[src/rtl/xvga_timing_gen.sv]
// Parametrised raster timing generator: registered coordinates, sync, blank and strobes,
// plus a DELAY-stage aligned copy. Optional frame counter guarded by XVGA_FRAME_COUNT_EN.
module xvga_timing_gen #(
  parameter int H_ACTIVE  = 1024,
  parameter int H_FP      = 24,
  parameter int H_SYNC    = 136,
  parameter int H_BP      = 160,
  parameter int V_ACTIVE  = 768,
  parameter int V_FP      = 3,
  parameter int V_SYNC    = 6,
  parameter int V_BP      = 29,
  parameter bit HSYNC_POL = 1'b0,
  parameter bit VSYNC_POL = 1'b0,
  parameter int X_W       = 11,
  parameter int Y_W       = 10,
  parameter int DELAY     = 1,
  parameter int FRAME_W   = 16
) (
  input  logic               vclock,
  input  logic               reset_n,
  input  logic               en,
  output logic [X_W-1:0]     displayx,
  output logic [Y_W-1:0]     displayy,
  output logic               hsync,
  output logic               vsync,
  output logic               blank,
  output logic               line_start,
  output logic               frame_start,
  output logic [X_W-1:0]     displayx_d,
  output logic [Y_W-1:0]     displayy_d,
  output logic               hsync_d,
  output logic               vsync_d,
  output logic               blank_d,
  output logic [FRAME_W-1:0] frame_count
);

  localparam int H_TOTAL = H_ACTIVE + H_FP + H_SYNC + H_BP;
  localparam int V_TOTAL = V_ACTIVE + V_FP + V_SYNC + V_BP;

  if (H_TOTAL > 2**X_W) begin : g_bad_xw
    $error("xvga_timing_gen: H_TOTAL does not fit in X_W bits");
  end
  if (V_TOTAL > 2**Y_W) begin : g_bad_yw
    $error("xvga_timing_gen: V_TOTAL does not fit in Y_W bits");
  end
  if (H_FP == 0 || H_SYNC == 0 || H_BP == 0 || V_FP == 0 || V_SYNC == 0 || V_BP == 0) begin : g_bad_porch
    $error("xvga_timing_gen: porch and sync widths must be non-zero");
  end

  localparam logic [X_W-1:0] H_LAST    = X_W'(H_TOTAL - 1);
  localparam logic [Y_W-1:0] V_LAST    = Y_W'(V_TOTAL - 1);
  localparam logic [X_W-1:0] H_ACT     = X_W'(H_ACTIVE);
  localparam logic [Y_W-1:0] V_ACT     = Y_W'(V_ACTIVE);
  localparam logic [X_W-1:0] H_SYNC_S  = X_W'(H_ACTIVE + H_FP);
  localparam logic [X_W-1:0] H_SYNC_E  = X_W'(H_ACTIVE + H_FP + H_SYNC);
  localparam logic [Y_W-1:0] V_SYNC_S  = Y_W'(V_ACTIVE + V_FP);
  localparam logic [Y_W-1:0] V_SYNC_E  = Y_W'(V_ACTIVE + V_FP + V_SYNC);

  logic [X_W-1:0] x_q, x_d;
  logic [Y_W-1:0] y_q, y_d;
  logic           hs_q, hs_d, vs_q, vs_d, bl_q, bl_d, ls_q, ls_d, fs_q, fs_d;
  logic           line_wrap, frame_wrap;

  // Sync/blank/strobes are derived from the next coordinates so they land in the
  // same register update as the coordinates they describe.
  always_comb begin
    // NOTE: every combinational output gets a default first so no path leaves it unassigned (no latch).
    x_d        = x_q;
    y_d        = y_q;
    line_wrap  = (x_q == H_LAST);
    frame_wrap = line_wrap && (y_q == V_LAST);
    if (en) begin
      if (line_wrap) begin
        x_d = '0;
        y_d = frame_wrap ? '0 : y_q + 1'b1;
      end else begin
        x_d = x_q + 1'b1;
      end
    end
    hs_d = ((x_d >= H_SYNC_S) && (x_d < H_SYNC_E)) ? HSYNC_POL : ~HSYNC_POL;
    vs_d = ((y_d >= V_SYNC_S) && (y_d < V_SYNC_E)) ? VSYNC_POL : ~VSYNC_POL;
    bl_d = (x_d >= H_ACT) || (y_d >= V_ACT);
    ls_d = (x_d == '0);
    fs_d = (x_d == '0) && (y_d == '0);
  end

  always_ff @(posedge vclock or negedge reset_n) begin
    if (!reset_n) begin
      x_q  <= '0;
      y_q  <= '0;
      hs_q <= ~HSYNC_POL;
      vs_q <= ~VSYNC_POL;
      bl_q <= 1'b0;
      ls_q <= 1'b1;
      fs_q <= 1'b1;
    end else begin
      // NOTE: sequential state uses non-blocking assignments so all flops update together.
      x_q  <= x_d;
      y_q  <= y_d;
      hs_q <= hs_d;
      vs_q <= vs_d;
      bl_q <= bl_d;
      ls_q <= ls_d;
      fs_q <= fs_d;
    end
  end

  assign displayx    = x_q;
  assign displayy    = y_q;
  assign hsync       = hs_q;
  assign vsync       = vs_q;
  assign blank       = bl_q;
  assign line_start  = ls_q;
  assign frame_start = fs_q;

  localparam int P_W = X_W + Y_W + 3;
  localparam logic [P_W-1:0] P_RST = {X_W'(0), Y_W'(0), ~HSYNC_POL, ~VSYNC_POL, 1'b0};

  logic [P_W-1:0] s0, s_out;
  assign s0 = {x_q, y_q, hs_q, vs_q, bl_q};

  if (DELAY == 0) begin : g_nodelay
    assign s_out = s0;
  end else begin : g_delay
    logic [P_W-1:0] pipe_q [DELAY];
    logic [P_W-1:0] pipe_d [DELAY];

    always_comb begin
      pipe_d = pipe_q;
      if (en) begin
        pipe_d[0] = s0;
        for (int i = 1; i < DELAY; i++) pipe_d[i] = pipe_q[i-1];
      end
    end

    // NOTE: this shift register is reset (unlike a RAM) so the delayed group starts coherent with stage 0.
    always_ff @(posedge vclock or negedge reset_n) begin
      if (!reset_n) begin
        for (int i = 0; i < DELAY; i++) pipe_q[i] <= P_RST;
      end else begin
        pipe_q <= pipe_d;
      end
    end

    assign s_out = pipe_q[DELAY-1];
  end

  assign {displayx_d, displayy_d, hsync_d, vsync_d, blank_d} = s_out;

`ifdef XVGA_FRAME_COUNT_EN
  logic [FRAME_W-1:0] fc_q, fc_d;

  always_comb begin
    fc_d = fc_q;
    if (en && frame_wrap) fc_d = fc_q + 1'b1;
  end

  always_ff @(posedge vclock or negedge reset_n) begin
    if (!reset_n) fc_q <= '0;
    else          fc_q <= fc_d;
  end

  assign frame_count = fc_q;
`else
  assign frame_count = '0;
`endif

endmodule

[config.mk]
export PLATFORM = sky130hd
export DESIGN_NAME = xvga_timing_gen
export DESIGN_NICKNAME = d
export VERILOG_FILES = /design/src/rtl/xvga_timing_gen.sv
export SDC_FILE = /design/constraint.sdc
export NUM_CORES = 1
export LEC_CHECK = 0
export CORE_MARGIN = 1
export CORE_UTILIZATION = 52
export DETAILED_ROUTE_END_ITERATION = 7
export GPL_TIMING_DRIVEN = 0
export HOLD_SLACK_MARGIN = 0.03
export MAX_ROUTING_LAYER = met4
export PLACE_DENSITY = 0.85
export SYNTH_ARGS = -nofsm -noshare
export SYNTH_HDL_FRONTEND = slang
export SYNTH_SLANG_ARGS = --single-unit
[constraint.sdc]
create_clock -name vclock -period 4.8 [get_ports vclock]
set_input_delay 0.96 -clock vclock [delete_from_list [all_inputs] [get_ports vclock]]
set_output_delay 0.96 -clock vclock [all_outputs]
set_load 0.02 [all_outputs]
==> flow_summary.toml <==
[worst_setup_path]
critPathLaunchType = "input port"
critical_path_cell_count = 8
rr_endpoint = "frame_start"
critPathSlowestCell = "nor2_1"
cell_family_contributing_the_most_delay_on_the_critical_path = "simple AND/OR/NAND/NOR gates"
cell_with_the_most_instances_on_the_worst_path = "buf_2"
critical_path_buf_inv_count = 2
rr_worst_depth = 8
reg2reg_slack_ns = 1.88
criticalPathCategory = "in -> reg"
slowest_delay_ns = 0.49
worst_setup_path_end_kind = "flop"
worst-endpoint-arrival_ns = 3.13
worstPathMaxFanout = 10
timing.critical_path.cells = "buf_2, and3_1, buf_2, nand2_2, nor2_1, o311ai_0, nor4_1, nor4bb_1"
reg2reg_from = "displayx[0]"
critPathCapture = "frame_start"
setup.worst_path.start = "en"
cp_data_required_time_ns = 4.99

[layout]
layout.filler_cells = 399
post_layout_nonfiller_instances = 387
post_route_cells_drive_above_1_share_pct = 21.9
n_antenna_cell = 0
layout.cell_area.non_filler_um2 = 3390
area_growth_syn_to_layout_pct = 29.7
final_cell_mix = "clkdlybuf4s50_1 (50), dfrtp_1 (44), mux2_2 (25)"
final_core_utilization_pct = 70.7
mostFrequentLayoutCell = "clkdlybuf4s50_1"
final_nets = 325

[global_route]
antenna_found_initial = 0
grt_util_all_layers_pct = 23.4
use_met3_pct = 4.56
routing_usage_on_met1_pct = 32.0
grt_pass1_vias = 1847
overflow = 0
grt_pass1_wl_um = 9170
grt_max_degree = 38
gr-usage-met2_pct = 35.6
grt_busiest_layer = "met2"

[logic_synthesis]
synth.avg_cell_area_um2 = 10.7
post_synth_arst_share_pct = 100
ys_dominant_reg_cell = "dfrtp_1"
synth_enable_flop_cells = 0
yosysUniqueCellTypes = 48
syn-instance-count = 245
synth_sequential_area_ratio_pct = 48.2
ys_ff_latch = 50
post_synth_instance_area_um2 = 2610
ys.warnings.count = 0

[power]
worst_ir_drop_vdd_uv = 310
leakage_uw = 0.00150
power.density_nw_per_um2 = 363

[timing]
setup-tns-final_ns = 0
max_freq_ghz = 0.340
rsz0062_at_grt = "no"
hold_violations = 0
tightest_slew_ns = 0.630
fin_skew_ns = 0.00770
slew_headroom_pct = 57.6
report.final.slew_viol_count = 0
setup_violations = 0
final.period_utilization_pct = 61.2
layout_min_cycle_time_ns = 2.94

[clock_network]
clk-insertion-delay-late_ns = 0.31
ctsHtreeMaxLevel = 2
post_cts_buffers = 0
post_cts_hold_buffer_count = 0
clock_sink_count = 50
cts_buffers = 5
clockBufferDepth = 2
cts.repair.resized = 0
cts_root_buf = "clkbuf_8"
clock_tree_from_tritoncts = "done"
path_clk_slew_ns = 0.09

[die]
core_area_um2 = 4790
die_y_um = 72.9
placement_rows = 25
pin_count = 69
die_area_um2 = 5310
chipWidth_um = 72.9
starting_utilization_of_the_core_area_pct = 54.6

[min_path]
worstHoldPathCells = 1
min_path_type = "reg -> reg"

[place]
io_buffers = 51
placedCellCount = 379
hpwl_um = 4080
placed_area_um2 = 3280
gp_congestion = 0.944

[detailed_routing]
vias = 2103
drc = 0
wl_per_cell_um = 14.5
drt-vias-per-instance = 5.43
drt-pass1-iter-count = 6
drt_first_iter_violations = 183
route.antenna.remaining_nets = 0
routed_wirelength_um = 5610

[outcome]
outcome = "complete, no violations"

[job]
drv_cap = 0
==> flip-flops by register name (all words and copies together) (netlist names) <==
| register | flops |
|---|---|
| g_delay.pipe_q | 24 |
| displayx | 11 |
| displayy | 10 |
| blank | 1 |
| frame_start | 1 |
| hsync | 1 |
| line_start | 1 |
| vsync | 1 |
==> power by group <==
part / switching, uW / total [uW] / internal [uW] / leakage (uW)
clock: 141 / 294 / 154 / 0.0000579
sequential: 55.8 / 531 / 475 / 0.000625
combinational: 212 / 403 / 192 / 0.000813
==> how the worst min path moves through the flow <==
| stage | slack [ns] | end | start |
|---|---|---|---|
| 4_1_cts | 0.52 | g_delay.pipe_q[23] | g_delay.pipe_q[23] |
| 3_5_place_dp | 0.50 | g_delay.pipe_q[23] | g_delay.pipe_q[23] |
| 3_3_place_gp | 0.49 | g_delay.pipe_q[22] | g_delay.pipe_q[22] |
| 6_report | 0.51 | g_delay.pipe_q[23] | g_delay.pipe_q[23] |
| 2_1_floorplan | 0.64 | g_delay.pipe_q[0] | blank |
| 5_1_grt | 0.52 | g_delay.pipe_q[23] | g_delay.pipe_q[23] |
==> layer usage <==
layer / up-vias / routed length (um)
met2: 76 / 2760
met1: 1026 / 2500
met5: - / 0
met3: 8 / 281
met4: 0 / 68
li1: 993 / -
==> cells in the mapped netlist, drive strengths merged, types with 3 or more instances <==
master | instances | share of area (%)
xnor2 | 9 | 3.0
o211ai | 3 | 0.86
inv | 15 | 2.2
nor2 | 10 | 1.4
nand2 | 18 | 2.8
a21oi | 6 | 1.2
nand4 | 6 | 1.4
ha | 3 | 1.4
buf | 26 | 7.1
nor4 | 6 | 1.4
nor4bb | 3 | 1.2
o21ai | 3 | 0.57
nor3 | 8 | 1.5
nand3 | 11 | 2.1
clkbuf | 3 | 0.43
mux2 | 25 | 11
dfrtp | 44 | 42
and4 | 4 | 1.3
dfstp | 6 | 6.0
o22ai | 5 | 1.2
a22oi | 3 | 1.1
==> metrics by stage <==
step	power [uW]	setup slack, ns	hold slack [ns]
6_report	1230	1.86	0.511
5_1_grt	1280	1.64	0.522
4_1_cts	1240	1.89	0.517
3_5_place_dp	938	1.58	0.496
3_3_place_gp	928	1.39	0.489
2_1_floorplan	778	2.30	0.635
==> cells by family (layout without fill, tap and decap cells) <==
kind of cell | after synthesis | count (layout) | synth area share [%]
adders and majority gates | 3 | 3 | 1.44
muxes | 25 | 25 | 10.8
DFF | 50 | 50 | 48.2
xor gates and xnor gates | 11 | 11 | 3.69
other | 1 | 16 | 0.144
AOI/OAI and AO/OA | 30 | 30 | 8.19
buffers and inverters | 44 | 104 | 9.68
and+or+nand+nor | 81 | 81 | 17.9
==> area by class of cell <==
type                            instances  area (um2)  area share [%]
Tap cell                               67        83.8            2.48
Buffer                                 29         196            5.80
Sequential cell                        50        1260            37.2
Timing Repair Buffer                   52         526            15.5
Multi-Input combinational cell        166        1160            34.1
Clock inverter                          3        40.0            1.18
Inverter                               15        56.3            1.66
Clock buffer                            5        68.8            2.03
Note: power is estimated with default switching activity, not from simulation.
